<file path="config.mk">
export PLATFORM = sky130hd
export DESIGN_NAME = phy_mdio_ctrl_flat
export DESIGN_NICKNAME = d
export VERILOG_FILES = /design/src/rtl/phy_mdio_ctrl_if.sv /design/src/rtl/phy_mdio_ctrl.sv /design/src/flat_wrapper.sv
export SDC_FILE = /design/constraint.sdc
export NUM_CORES = 1
export LEC_CHECK = 0
export ABC_AREA = 1
export CAP_MARGIN = 5
export CORE_ASPECT_RATIO = 0.9
export CORE_UTILIZATION = 48
export CTS_BUF_LIST = sky130_fd_sc_hd__clkbuf_2
export DETAILED_ROUTE_END_ITERATION = 8
export GPL_TIMING_DRIVEN = 0
export PLACE_DENSITY = 0.71
export SLEW_MARGIN = 5
export SYNTH_ARGS = -nofsm -noshare
export SYNTH_HDL_FRONTEND = slang
export SYNTH_SLANG_ARGS = --single-unit
</file>
<file path="constraint.sdc">
create_clock -name In_CLK_50_Ref -period 1.5 [get_ports In_CLK_50_Ref]
set_clock_uncertainty 0.1 [all_clocks]
set_input_delay 0.3 -clock In_CLK_50_Ref [delete_from_list [all_inputs] [get_ports In_CLK_50_Ref]]
set_output_delay 0.3 -clock In_CLK_50_Ref [all_outputs]
set_load 0.02 [all_outputs]
</file>
<file path="src/rtl/phy_mdio_ctrl_if.sv">
// Host request/response bus of the PHY management controller.
// The host drives the request side; the controller answers with busy/done/read data.
interface phy_mdio_ctrl_if;
   logic        In_Req;
   logic        In_Write;
   logic [4:0]  In_RegAddr;
   logic [15:0] In_WrData;
   logic        Out_Busy;
   logic        Out_Done;
   logic [15:0] Out_RdData;

   modport master (
      output In_Req, In_Write, In_RegAddr, In_WrData,
      input  Out_Busy, Out_Done, Out_RdData
   );

   modport slave (
      input  In_Req, In_Write, In_RegAddr, In_WrData,
      output Out_Busy, Out_Done, Out_RdData
   );
endinterface

</file>
<file path="src/rtl/phy_mdio_ctrl.sv">
// RMII PHY management: PHY reset sequencing plus Clause-22 MDIO single-register read/write.
// Optional macro PHY_LINK_POLL_EN adds a periodic internal BMSR read that drives Out_Link_Up.
module phy_mdio_ctrl #(
   parameter int         CLK_DIV           = 10,
   parameter int         RESET_CYCLES      = 500000,
   parameter int         POST_RESET_CYCLES = 50000,
   parameter logic [4:0] PHY_ADDR          = 5'd1
`ifdef PHY_LINK_POLL_EN
   ,
   parameter int         POLL_TIMER_BITS   = 20
`endif
) (
   input  logic           In_CLK_50_Ref,
   input  logic           In_Reset,
   phy_mdio_ctrl_if.slave host,
   output logic           Out_PHY_MDC,
   output logic           Out_PHY_MDIO_O,
   output logic           Out_PHY_MDIO_OE,
   input  logic           In_PHY_MDIO_I,
   output logic           Out_PHY_Reset,
   output logic           Out_Link_Up
);

   localparam int DIV_W = $clog2(2 * CLK_DIV);
   localparam logic [DIV_W-1:0] DIV_HALF = DIV_W'(CLK_DIV - 1);
   localparam logic [DIV_W-1:0] DIV_LAST = DIV_W'(2 * CLK_DIV - 1);

   typedef enum logic [2:0] {
      RST_HOLD,
      RST_WAIT,
      IDLE,
      PREAMBLE,
      FRAME,
      DONE
   } state_t;

   state_t           r_state;
   logic [31:0]      r_waitCnt;
   logic [DIV_W-1:0] r_divCnt;
   logic [5:0]       r_bitCnt;
   logic [31:0]      r_shift;
   logic [15:0]      r_rdShift;
   logic [15:0]      r_rdData;
   logic             r_isRead;
   logic             r_phyReset;
   logic             r_mdc;
   logic             r_mdioO;
   logic             r_mdioOe;
   logic             r_busy;
   logic             r_done;

   logic             w_start;
   logic             w_startWrite;
   logic [4:0]       w_startReg;
   logic [15:0]      w_startData;

`ifdef PHY_LINK_POLL_EN
   logic [POLL_TIMER_BITS-1:0] r_pollCnt;
   logic                       r_isInternal;
   logic                       r_linkUp;
   logic                       w_startInternal;
`endif

   // A pending host request always takes priority over an expired poll timer.
   always_comb begin
      w_start      = host.In_Req;
      w_startWrite = host.In_Write;
      w_startReg   = host.In_RegAddr;
      w_startData  = host.In_WrData;
`ifdef PHY_LINK_POLL_EN
      w_startInternal = 1'b0;
      if (!host.In_Req && (r_pollCnt == '1)) begin
         w_start         = 1'b1;
         w_startWrite    = 1'b0;
         w_startReg      = 5'd1;
         w_startInternal = 1'b1;
      end
`endif
   end

   always_ff @(posedge In_CLK_50_Ref) begin
      if (In_Reset) begin
         r_state    <= RST_HOLD;
         r_waitCnt  <= '0;
         r_divCnt   <= '0;
         r_bitCnt   <= '0;
         r_shift    <= '0;
         r_rdShift  <= '0;
         r_rdData   <= '0;
         r_isRead   <= 1'b0;
         r_phyReset <= 1'b0;
         r_mdc      <= 1'b0;
         r_mdioO    <= 1'b1;
         r_mdioOe   <= 1'b0;
         r_busy     <= 1'b1;
         r_done     <= 1'b0;
`ifdef PHY_LINK_POLL_EN
         r_pollCnt    <= '0;
         r_isInternal <= 1'b0;
         r_linkUp     <= 1'b0;
`endif
      end else begin
         r_done <= 1'b0;
         case (r_state)
            RST_HOLD: begin
               if (r_waitCnt == 32'(RESET_CYCLES - 1)) begin
                  r_state    <= RST_WAIT;
                  r_phyReset <= 1'b1;
                  r_waitCnt  <= '0;
               end else begin
                  r_waitCnt <= r_waitCnt + 32'd1;
               end
            end
            RST_WAIT: begin
               if (r_waitCnt == 32'(POST_RESET_CYCLES - 1)) begin
                  r_state   <= IDLE;
                  r_busy    <= 1'b0;
                  r_waitCnt <= '0;
               end else begin
                  r_waitCnt <= r_waitCnt + 32'd1;
               end
            end
            IDLE: begin
               // Loading DIV_LAST makes the first PREAMBLE cycle a bit boundary.
               if (w_start) begin
                  r_state  <= PREAMBLE;
                  r_busy   <= 1'b1;
                  r_isRead <= !w_startWrite;
                  r_shift  <= {2'b01, (w_startWrite ? 2'b01 : 2'b10), PHY_ADDR,
                               w_startReg, 2'b10, w_startData};
                  r_bitCnt <= '0;
                  r_divCnt <= DIV_LAST;
`ifdef PHY_LINK_POLL_EN
                  r_isInternal <= w_startInternal;
                  r_pollCnt    <= '0;
               end else begin
                  r_pollCnt <= r_pollCnt + 1'b1;
`endif
               end
            end
            PREAMBLE, FRAME: begin
               if (r_divCnt == DIV_HALF) begin
                  r_mdc    <= 1'b1;
                  r_divCnt <= r_divCnt + 1'b1;
                  if ((r_state == FRAME) && (r_bitCnt > 6'd16)) begin
                     r_rdShift <= {r_rdShift[14:0], In_PHY_MDIO_I};
                  end
               end else if (r_divCnt == DIV_LAST) begin
                  r_mdc    <= 1'b0;
                  r_divCnt <= '0;
                  if ((r_state == FRAME) && (r_bitCnt == 6'd32)) begin
                     r_state  <= DONE;
                     r_mdioO  <= 1'b1;
                     r_mdioOe <= 1'b0;
`ifdef PHY_LINK_POLL_EN
                     if (r_isInternal) begin
                        r_linkUp <= r_rdShift[2];
                     end else begin
                        r_done <= 1'b1;
                        if (r_isRead) r_rdData <= r_rdShift;
                     end
`else
                     r_done <= 1'b1;
                     if (r_isRead) r_rdData <= r_rdShift;
`endif
                  end else if (r_bitCnt == 6'd32) begin
                     r_state  <= FRAME;
                     r_mdioO  <= r_shift[31];
                     r_mdioOe <= 1'b1;
                     r_shift  <= {r_shift[30:0], 1'b0};
                     r_bitCnt <= 6'd1;
                  end else if (r_state == PREAMBLE) begin
                     r_mdioO  <= 1'b1;
                     r_mdioOe <= 1'b1;
                     r_bitCnt <= r_bitCnt + 6'd1;
                  end else begin
                     // Reads release the pin from the first turnaround bit on.
                     r_mdioO  <= r_shift[31];
                     r_mdioOe <= !(r_isRead && (r_bitCnt >= 6'd14));
                     r_shift  <= {r_shift[30:0], 1'b0};
                     r_bitCnt <= r_bitCnt + 6'd1;
                  end
               end else begin
                  r_divCnt <= r_divCnt + 1'b1;
               end
            end
            DONE: begin
               r_state <= IDLE;
               r_busy  <= 1'b0;
            end
            default: r_state <= RST_HOLD;
         endcase
      end
   end

   assign host.Out_Busy   = r_busy;
   assign host.Out_Done   = r_done;
   assign host.Out_RdData = r_rdData;
   assign Out_PHY_MDC     = r_mdc;
   assign Out_PHY_MDIO_O  = r_mdioO;
   assign Out_PHY_MDIO_OE = r_mdioOe;
   assign Out_PHY_Reset   = r_phyReset;
`ifdef PHY_LINK_POLL_EN
   assign Out_Link_Up = r_linkUp;
`else
   assign Out_Link_Up = 1'b0;
`endif

endmodule

</file>
<file path="src/flat_wrapper.sv">
// flat-port wrapper written by rule: the top's interface ports become plain ports
module phy_mdio_ctrl_flat 
#(
   parameter int         CLK_DIV           = 10,
   parameter int         RESET_CYCLES      = 500000,
   parameter int         POST_RESET_CYCLES = 50000,
   parameter logic [4:0] PHY_ADDR          = 5'd1

)
  (In_CLK_50_Ref, In_Reset, Out_PHY_MDC, Out_PHY_MDIO_O, Out_PHY_MDIO_OE, In_PHY_MDIO_I, Out_PHY_Reset, Out_Link_Up, host_In_Req, host_In_Write, host_In_RegAddr, host_In_WrData, host_Out_Busy, host_Out_Done, host_Out_RdData);
  phy_mdio_ctrl_if host_i ();
  input  logic In_CLK_50_Ref;
  input  logic In_Reset;
  output logic Out_PHY_MDC;
  output logic Out_PHY_MDIO_O;
  output logic Out_PHY_MDIO_OE;
  input  logic In_PHY_MDIO_I;
  output logic Out_PHY_Reset;
  output logic Out_Link_Up;
  input wire logic [$bits(host_i.In_Req)-1:0] host_In_Req;
  input wire logic [$bits(host_i.In_Write)-1:0] host_In_Write;
  input wire logic [$bits(host_i.In_RegAddr)-1:0] host_In_RegAddr;
  input wire logic [$bits(host_i.In_WrData)-1:0] host_In_WrData;
  output wire logic [$bits(host_i.Out_Busy)-1:0] host_Out_Busy;
  output wire logic [$bits(host_i.Out_Done)-1:0] host_Out_Done;
  output wire logic [$bits(host_i.Out_RdData)-1:0] host_Out_RdData;
  assign host_i.In_Req = host_In_Req;
  assign host_i.In_Write = host_In_Write;
  assign host_i.In_RegAddr = host_In_RegAddr;
  assign host_i.In_WrData = host_In_WrData;
  assign host_Out_Busy = host_i.Out_Busy;
  assign host_Out_Done = host_i.Out_Done;
  assign host_Out_RdData = host_i.Out_RdData;
  phy_mdio_ctrl #(.CLK_DIV(CLK_DIV), .RESET_CYCLES(RESET_CYCLES), .POST_RESET_CYCLES(POST_RESET_CYCLES), .PHY_ADDR(PHY_ADDR)) u_core (.In_CLK_50_Ref(In_CLK_50_Ref), .In_Reset(In_Reset), .host(host_i), .Out_PHY_MDC(Out_PHY_MDC), .Out_PHY_MDIO_O(Out_PHY_MDIO_O), .Out_PHY_MDIO_OE(Out_PHY_MDIO_OE), .In_PHY_MDIO_I(In_PHY_MDIO_I), .Out_PHY_Reset(Out_PHY_Reset), .Out_Link_Up(Out_Link_Up));
endmodule
</file>
# ---- Word level (Yosys, flattened, before mapping)
# Index checks and enable logic that the tools add are counted.
dict set report classes {
  n_addsub 3
  n_mul 0
  div 0
  order_cmp 2
  n_eq_ne 18
  n_shift 0
  mux 41
  n_bitwise 3
  n_reduce_logical 23
}
# operator n
set ops {}
lappend ops {{$mux 32} 8}
lappend ops {{$pmux 32 s2} 2}
lappend ops {{$add 32x1->32 const B} 1}
lappend ops {{$eq 32x16->1 const B} 1}
lappend ops {{$eq 32x19->1 const B} 1}
lappend ops {{$mux 6} 5}
lappend ops {{$mux 3} 7}
lappend ops {{$mux 5} 3}
lappend ops {{$pmux 3 s5} 1}
lappend ops {{$pmux 6 s2} 1}
lappend ops {{$reduce_and 6->1} 2}
lappend ops {{$mux 1} 11}
lappend ops {{$pmux 5 s2} 1}
lappend ops {{$reduce_and 5->1} 2}
lappend ops {{$reduce_and 3->1} 3}
lappend ops {{$reduce_and 2->1} 4}
lappend ops {{$add 6x1->6 const B} 1}
lappend ops {{$eq 3x2->1 const B} 2}
lappend ops {{$eq 3x3->1 const B} 2}
lappend ops {{$eq 6x6->1 const B} 1}
lappend ops {{$ge 6x4->1 const B} 1}
lappend ops {{$gt 6x5->1 const B} 1}
lappend ops {{$ne 2x1->1 const B} 3}
lappend ops {{$ne 2x2->1 const B} 3}
lappend ops {{other kinds (16)} 23}
dict set report word_totals {
  register_bits 117
  latchBits 0
  mem_bits_rw 0
  romBits 0
  inputBits 26
  wordCells 104
  memories 0
}

# ---- Longest topological paths before layout
# Gate-level depths: netlist of the first run.
dict set report logic_depth {
  depth_word 7
  mapped_depth 12
}

# ---- Worst setup path before layout of the first run
# Ideal clock, no wire load.
dict set report synth_timing {
  path_type {register to register}
  startpoint {reg u_core.r_bitCnt[0]}
  endpoint {reg u_core.r_shift[10]}
  setup_ns 0.116
  t_arrival_ns 1.476
  setup_slack_ns -0.192
  path_stages_with_launch 13
  period_less_slack_ns 1.692
  cell_sequence {dfxtp_1 -> inv_1 -> ha_1 -> nand4_2 -> nor2_2 -> inv_2 -> o21ai_2 -> nor2_1 -> nand2_2 -> inv_2 -> buf_4 -> nor2_1 -> nor2_1}
}
dict set report synth_via {
  elab_chain_cells 6
  word_cells_on_any_way 10
  cone_classes {eq/ne: 3; mux: 5; reduce/logical: 2}
}
# element line_no
set synth_lines {}
lappend synth_lines {{start, declared} phy_mdio_ctrl.sv:40} ;# logic [5:0] r_bitCnt;
lappend synth_lines {{start signal, assigned} phy_mdio_ctrl.sv:175} ;# r_bitCnt <= r_bitCnt + 6'd1;
lappend synth_lines {{start signal, assigned} phy_mdio_ctrl.sv:181} ;# r_bitCnt <= r_bitCnt + 6'd1;
lappend synth_lines {{$eq 6x6->1 (*)} {phy_mdio_ctrl.sv:151, phy_mdio_ctrl.sv:166}}
lappend synth_lines {{$mux 32} phy_mdio_ctrl.sv:166} ;# end else if (r_bitCnt == 6'd32) begin
lappend synth_lines {{$mux 32} phy_mdio_ctrl.sv:151} ;# if ((r_state == FRAME) && (r_bitCnt == 6'd32)) begin
lappend synth_lines {{$mux 32} phy_mdio_ctrl.sv:148} ;# end else if (r_divCnt == DIV_LAST) begin
lappend synth_lines {{$mux 32} phy_mdio_ctrl.sv:142} ;# if (r_divCnt == DIV_HALF) begin
lappend synth_lines {{$pmux 32 s2} phy_mdio_ctrl.sv:104} ;# case (r_state)
lappend synth_lines {{end signal, assigned} phy_mdio_ctrl.sv:129} ;# r_shift <= {2'b01, (w_startWrite ? 2'b01 : 2'b10), PHY_ADDR,
lappend synth_lines {{end signal, assigned} phy_mdio_ctrl.sv:170} ;# r_shift <= {r_shift[30:0], 1'b0};
lappend synth_lines {{end signal, assigned} phy_mdio_ctrl.sv:180} ;# r_shift <= {r_shift[30:0], 1'b0};
lappend synth_lines {{end, declared} phy_mdio_ctrl.sv:41} ;# logic [31:0] r_shift;
# Every way passes the cells marked *; elsewhere a longest branch is shown, timed or not. The select of a mux whose other input is x is not followed.
# A chain may end at the register's enable or synchronous reset.

# ---- Worst setup path in the final report of the first run
dict set report layout_timing {
  startpoint {reg u_core.r_waitCnt[0]}
  endpoint {reg u_core.r_waitCnt[6]}
}
dict set report layout_via {
  elab_chain_cells 3
  word_cells_on_any_way 6
  cone_classes {add/sub: 1; eq/ne: 2; mux: 3}
}
# element line_no
set layout_lines {}
lappend layout_lines {{start, declared} phy_mdio_ctrl.sv:38} ;# logic [31:0] r_waitCnt;
lappend layout_lines {{start signal, assigned} phy_mdio_ctrl.sv:111} ;# r_waitCnt <= r_waitCnt + 32'd1;
lappend layout_lines {{start signal, assigned} phy_mdio_ctrl.sv:120} ;# r_waitCnt <= r_waitCnt + 32'd1;
lappend layout_lines {{$add 32x1->32, or another cell as far along} {phy_mdio_ctrl.sv:111, phy_mdio_ctrl.sv:120}}
lappend layout_lines {{$mux 32, on equally long branches} {phy_mdio_ctrl.sv:115, phy_mdio_ctrl.sv:106}}
lappend layout_lines {{$pmux 32 s2 (*)} phy_mdio_ctrl.sv:104}
# Every way passes the cells marked *; elsewhere a longest branch is shown, timed or not.

==> impl_metrics.json, run 1 <==
{
  "die-area_mm2": 0.0120,
  "ctsHtreeMaxLevel": 4,
  "area_growth_pct": 49.3,
  "p_leak_nw": 3.24,
  "ys_async_sr_fraction_pct": 0,
  "hold_violations": 0,
  "core-area_mm2": 0.0110,
  "end_kind": "register",
  "maxSlewHeadroom_pct": 56.7,
  "hold_path_end": "u_core.r_shift[0]$_SDFFE_PP0P_",
  "layout-drive-gt1-share_pct": 39.6,
  "r2r_cells": 12,
  "cts_buffers": 17,
  "n_antenna_cell": 0,
  "postRouteAntennaNets": 0,
  "ir_worst_vdd_uv": 1090,
  "worstReg2RegEnd": "u_core.r_waitCnt[6]$_SDFFE_PP0P_",
  "ys_seq_area_share_pct": 42.3,
  "synthMostInstantiatedCell": "nand2_1",
  "placed_area_mm2": 0.00628,
  "dr.pass1.iters": 8,
  "ys_warn_count": 0,
  "yosys_most_used_dff": "dfxtp_1",
  "status": "finished with violations",
  "dp.cells": 1011,
  "path_clk_slew_ns": 0.19,
  "yosys.area.top_type": "dfxtp_1",
  "io_buffer_count": 47,
  "fin_crit_sh_pct": 127,
  "clock_sinks": 117,
  "slew_violations": 0,
  "holdWs_ns": 0.0655,
  "grtUsageTotal_pct": 25.6,
  "crit_fanout": 5,
  "grt_pass1_wl_um": 24200,
  "die_w_um": 115,
  "synth_top_area_share_pct": 42.3,
  "syn_avg_cell_area_um2": 6.82,
  "synthTopCellsByCount": "nand2_1, nor2_1, dfxtp_1, inv_1, o21ai_0",
  "grt_pass1_vias": 5151,
  "ys_ff_latch": 117,
  "fp.dieH_um": 104,
  "synthCells": 812,
  "hold_class": "in2reg",
  "final_cell_area_mm2": 0.00827,
  "antenna_found_initial": 0,
  "max_cap_viol_count": 0,
  "io_pins": 49,
  "synth.distinct_cells": 38,
  "fin_cells": 1116,
  "cts_tree": "built",
  "hpwl_um": 9970,
  "fin_crit_ns": 1.90,
  "start_util_pct": 50.2,
  "drt_wl_total_um": 16800,
  "max-clock-path-buffers": 2,
  "fin_nets": 983,
  "wl_per_cell_um": 15.0,
  "grt_max_degree": 17,
  "vias": 5899,
  "violations": "negative setup slack",
  "layout_setup_ws_ns": -0.403,
  "tns_ns": -28.26,
  "cts_root_buf": "clkbuf_2",
  "rrSetupSlack_ns": -0.40,
  "startpoint_type": "register",
  "path_class": "reg2reg",
  "drc": 0,
  "power.total_mw": 9.72,
  "vias_per_cell": 5.29,
  "drtIter0Drc": 421,
  "synth_edf_count": 0,
  "globalRoute.totalOverflow": 0,
  "routabilityCongestion": 0.897,
  "worst_pin_slew_ns": 0.649,
  "fmax_mhz": 525,
  "rows": 36,
  "min_from": "host_In_WrData[0]",
  "rr_startpoint": "u_core.r_waitCnt[0]$_SDFFE_PP0P_",
  "cp_data_arrival_time_ns": 2.40,
  "clock_latency_ns": 0.72,
  "cp.required_ns": 2.00,
  "p_per_area_mw_per_mm2": 1170,
  "worstHoldPathCells": 3,
  "setup_viol": 131,
  "synth.area.top_cells": "dfxtp_1, nand2_1, nor2_1, o21ai_0, inv_1",
  "synthesis.area_mm2": 0.00554,
  "syn_nets": 844,
  "rsz0062_at_grt": "true"
}
layer usage:
layer	share of wire, %	vias up	track usage (%)
met4	2.0	0	8.81
met3	7.2	42	5.54
met1	44	2762	35.8
met2	47	244	38.7
li1	-	2851	-
met5	0	-	0
metrics by stage:
step,worst slack [ns],utilization [%]
floorplan,-0.0673,-
global route,-0.481,74.9
global placement,-0.716,56.9
detailed placement,-0.692,56.9
CTS,-0.247,67.9
finish,-0.403,74.9
flip-flops by register name, summed over array words and instances, names as in the netlist:
name / flops
u_core.r_divCnt: 5
u_core.r_bitCnt: 6
u_core.host.Out_Busy: 1
u_core.r_isRead: 1
u_core.r_waitCnt: 32
u_core.Out_PHY_MDIO_O: 1
u_core.r_state: 3
u_core.r_shift: 32
u_core.host.Out_RdData: 16
u_core.Out_PHY_MDC: 1
u_core.Out_PHY_MDIO_OE: 1
u_core.r_rdShift: 16
u_core.host.Out_Done: 1
u_core.Out_PHY_Reset: 1
worst max-delay path: stages, from the launching register on:
cell and delay (ns):
dfxtp_4 0.40, ha_4 0.15, buf_6 0.10, nand3_4 0.10
nor2_1 0.14, nand2_1 0.09, nor2_2 0.10, nor2_2 0.06
nor2_1 0.13, nand2_2 0.09, nand2_4 0.14, clkbuf_16 0.17
nor2_2 0.04
power by group:
group	switching [mW]	internal [mW]	total, mW
Combinational	1.72	1.49	3.21
Sequential	0.398	3.60	4.00
Clock	1.25	1.26	2.51
what timing repair did:
action                                  CTS  global route
cloned                                    4             4
pin swaps                                39            69
hold buffers                              0             0
endpoints found under the setup margin  136           139
gates resized for setup                 337           177
buffers inserted                         40            28
layout by cell type (no fill, tap or decap), types with 6 or more instances in the layout:
master,count
nand2_1,144
nor2_1,110
inv_1,74
dfxtp_1,66
buf_6,57
buf_4,46
a21oi_1,41
dfxtp_2,39
nor2_2,35
o21ai_2,29
o21ai_0,27
clkdlybuf4s50_1,25
xor2_1,23
nor2_4,22
clkbuf_2,21
nand2_2,17
o21ai_1,14
a21oi_2,14
nand3_1,13
dfxtp_4,12
inv_2,10
nand3_2,10
nand4_1,10
nor3_1,9
clkbuf_1,9
nor3_2,8
nand3_4,6
nand2_4,6
buf_8,6
worst max-delay path by stage:
stage | startpoint | endpoint | cells past startpoint
finish | u_core.r_waitCnt[0]$_SDFFE_PP0P_ | u_core.r_waitCnt[6]$_SDFFE_PP0P_ | 12
global route | u_core.r_waitCnt[0]$_SDFFE_PP0P_ | u_core.r_waitCnt[15]$_SDFFE_PP0P_ | 12
CTS | u_core.r_bitCnt[1]$_SDFFE_PP0P_ | u_core.r_shift[20]$_SDFFE_PP0P_ | 10
detailed placement | In_Reset | u_core.r_waitCnt[11]$_SDFFE_PP0P_ | 4
global placement | In_Reset | u_core.r_waitCnt[11]$_SDFFE_PP0P_ | 4
floorplan | u_core.r_bitCnt[0]$_SDFFE_PP0P_ | u_core.r_shift[10]$_SDFFE_PP0P_ | 12
cells by family after synthesis:
kind of cell / synth area share, %
AOI/OAI and AO/OA: 12.4
xor gates and xnor gates: 4.74
adders and majority gates: 1.36
buffers and inverters: 8.81
DFF: 42.3
muxes: 0.384
other: 0.0677
and+or+nand+nor: 30.0
layout make-up:
cell class | count | area [µm²]
fillers | 780 | 2770
clock buffers | 18 | 90.1
clock inverters | 14 | 209
plain buffers | 30 | 249
flip-flops and latches | 117 | 2440
inverters | 91 | 365
repair buffers | 121 | 1230
well taps | 152 | 190
multi-input cells | 573 | 3500
No activity file was read; power rests on OpenSTA's default activity.
==> run 2, diff against run 1 <==
--- a/config.mk
+++ b/config.mk
@@ -10,6 +10,7 @@
 export CORE_ASPECT_RATIO = 0.9
 export CORE_UTILIZATION = 48
 export CTS_BUF_LIST = sky130_fd_sc_hd__clkbuf_2
+export CTS_CLUSTER_DIAMETER = 50
 export DETAILED_ROUTE_END_ITERATION = 8
 export GPL_TIMING_DRIVEN = 0
 export PLACE_DENSITY = 0.71
==> results of run 2 <==
The final DEF is identical to that of run 1; final timing and power are the same.
==> run 3, diff against run 2 <==
--- a/config.mk
+++ b/config.mk
@@ -14,6 +14,7 @@
 export DETAILED_ROUTE_END_ITERATION = 8
 export GPL_TIMING_DRIVEN = 0
 export PLACE_DENSITY = 0.71
+export RECOVER_POWER = 50
 export SLEW_MARGIN = 5
 export SYNTH_ARGS = -nofsm -noshare
 export SYNTH_HDL_FRONTEND = slang
==> impl_metrics.json, run 3 (synthesized netlist as in run 1, its figures left out) <==
{
  "p_leak_nw": 3.24,
  "hold_class": "in2reg",
  "die_w_um": 115,
  "layout_setup_ws_ns": -0.402,
  "max_cap_viol_count": 0,
  "dr.pass1.iters": 7,
  "fp.dieH_um": 104,
  "cp_cell_sequence": "ha_4 -> buf_6 -> nand3_4 -> nor2_1 -> nand2_1 -> nor2_2 -> nor2_2 -> nor2_1 -> nand2_2 -> nand2_4 -> clkbuf_16 -> nor2_2",
  "crit_path_frequent_cell": "nor2_2",
  "path_clk_slew_ns": 0.19,
  "final_common_cell": "nand2_1",
  "crit_fanout": 5,
  "path_class": "reg2reg",
  "io_pins": 49,
  "area_growth_pct": 49.3,
  "setup_viol": 132,
  "ir_worst_vdd_uv": 1090,
  "grtUsageTotal_pct": 25.6,
  "internal_power_mw": 6.35,
  "cp.required_ns": 2.01,
  "die-area_mm2": 0.0120,
  "pwr-share-clk_pct": 25.8,
  "critPathSlowestCell": "dfxtp_4",
  "power_frac_comb_pct": 33.0,
  "cts_root_buf": "clkbuf_2",
  "clock_sinks": 117,
  "placed_area_mm2": 0.00628,
  "clock_latency_ns": 0.72,
  "p_sw_mw": 3.37,
  "vias": 5892,
  "grt_pass1_wl_um": 24200,
  "grt_pass1_vias": 5151,
  "postCtsHoldBufs": 0,
  "routabilityCongestion": 0.897,
  "postRouteAntennaNets": 0,
  "io_buffer_count": 47,
  "final_cell_area_mm2": 0.00827,
  "cts_tree": "built",
  "startpoint_type": "register",
  "cp_data_arrival_time_ns": 2.41,
  "fin_crit_ns": 1.90,
  "maxSlewHeadroom_pct": 56.7,
  "drtIter0Drc": 421,
  "seqPwrFrac_pct": 41.2,
  "ctsHtreeMaxLevel": 4,
  "layout_common_cells": "nand2_1, nor2_1, inv_1, dfxtp_1, buf_6",
  "globalRoute.totalOverflow": 0,
  "fmax_mhz": 526,
  "worst_pin_slew_ns": 0.649,
  "cts_buffers": 17,
  "slew_violations": 0,
  "max-clock-path-buffers": 2,
  "hpwl_um": 9970,
  "rows": 36,
  "rsz0062_at_grt": "true",
  "layout-drive-gt1-share_pct": 39.6,
  "status": "finished with violations",
  "violations": "negative setup slack",
  "top_regs": "u_core.r_shift x32, u_core.r_waitCnt x32",
  "sw_frac_of_total_pct": 34.6,
  "core-area_mm2": 0.0110,
  "hold_violations": 0,
  "drc": 0,
  "end_kind": "register",
  "start_util_pct": 50.2,
  "n_antenna_cell": 0,
  "pre_cts_ws_ns": -0.692,
  "critical_path.max_stage_delay_ns": 0.40,
  "fin_crit_sh_pct": 127,
  "wl_per_cell_um": 15.0,
  "grt_max_degree": 17,
  "fin_nets": 983,
  "drt_wl_total_um": 16800,
  "vias_per_cell": 5.28,
  "p_per_area_mw_per_mm2": 1170,
  "antenna_found_initial": 0
}
run 3: cell count changes in the layout (fill, tap and decap cells not counted), sizes merged:
| cell | before | now |
|---|---|---|
| dlygate4sd3 | 0 | 1 |
| clkdlybuf4s50 | 25 | 24 |
run 3: final timing paths:
path / slack (ns) / from / depth (start not counted) / endpoint
worst min-delay path: 0.06 / host_In_WrData[0] / 3 / u_core.r_shift[0]$_SDFFE_PP0P_
worst max register to register: -0.40 / u_core.r_waitCnt[0]$_SDFFE_PP0P_ / 12 / u_core.r_waitCnt[6]$_SDFFE_PP0P_
worst max-delay path: -0.40 / u_core.r_waitCnt[0]$_SDFFE_PP0P_ / 12 / u_core.r_waitCnt[6]$_SDFFE_PP0P_
worst min register to register: 0.37 / u_core.host.Out_RdData[13]$_SDFFE_PP0P_ / 2 / u_core.host.Out_RdData[13]$_SDFFE_PP0P_
run 3: metal layers:
layer / global-route usage [%] / up-vias / wire length (µm)
met1: 35.8 / 2760 / 7390
met2: 38.7 / 238 / 7820
met3: 5.54 / 42 / 1200
li1: - / 2852 / -
met5: 0 / - / 0
met4: 8.81 / 0 / 355
run 3: final cells by class:
type / count / area [µm²]
Inverter: 91 / 365
Buffer: 30 / 249
Tap cell: 152 / 190
Sequential cell: 117 / 2440
Multi-Input combinational cell: 573 / 3500
Fill cell: 780 / 2770
Clock inverter: 14 / 209
Timing Repair Buffer: 121 / 1230
Clock buffer: 18 / 90.1
run 3: repair_timing:
action | 4_1_cts | 5_1_grt
pin swaps | 39 | 69
buffers inserted | 40 | 28
gates cloned | 4 | 4
gates resized for setup | 337 | 177
setup endpoints to repair | 136 | 139
run 3: metrics by stage:
stage,setup TNS (ns),util (%),power [mW],hold WS [ns],cells
floorplan,-2.31,-,5.39,0.290,812
global placement,-54.10,56.9,5.85,0.331,1011
detailed placement,-54.96,56.9,5.93,0.337,1011
CTS,-20.04,67.9,9.02,0.0599,1087
global route,-37.05,74.9,10.2,0.0536,1116
finish,-28.40,74.9,9.72,0.0588,1116
run 3: power groups by stage:
stage / Combinational, mW / Clock [mW] / Sequential [mW]
2_1_floorplan: 1.48 / 0 / 3.91
4_1_cts: 2.55 / 2.52 / 3.96
5_1_grt: 3.46 / 2.66 / 4.05
3_5_place_dp: 1.96 / 0 / 3.97
3_3_place_gp: 1.91 / 0 / 3.94
6_report: 3.21 / 2.51 / 4.00
run 3: worst max-delay path: cells and delay by family (launching register included):
kind / cells / cell delay (ns)
AND/OR/NAND/NOR: 9 / 0.89
flip-flops: 1 / 0.40
buffers and inverters: 2 / 0.27
adder cells (fa/ha/maj): 1 / 0.15
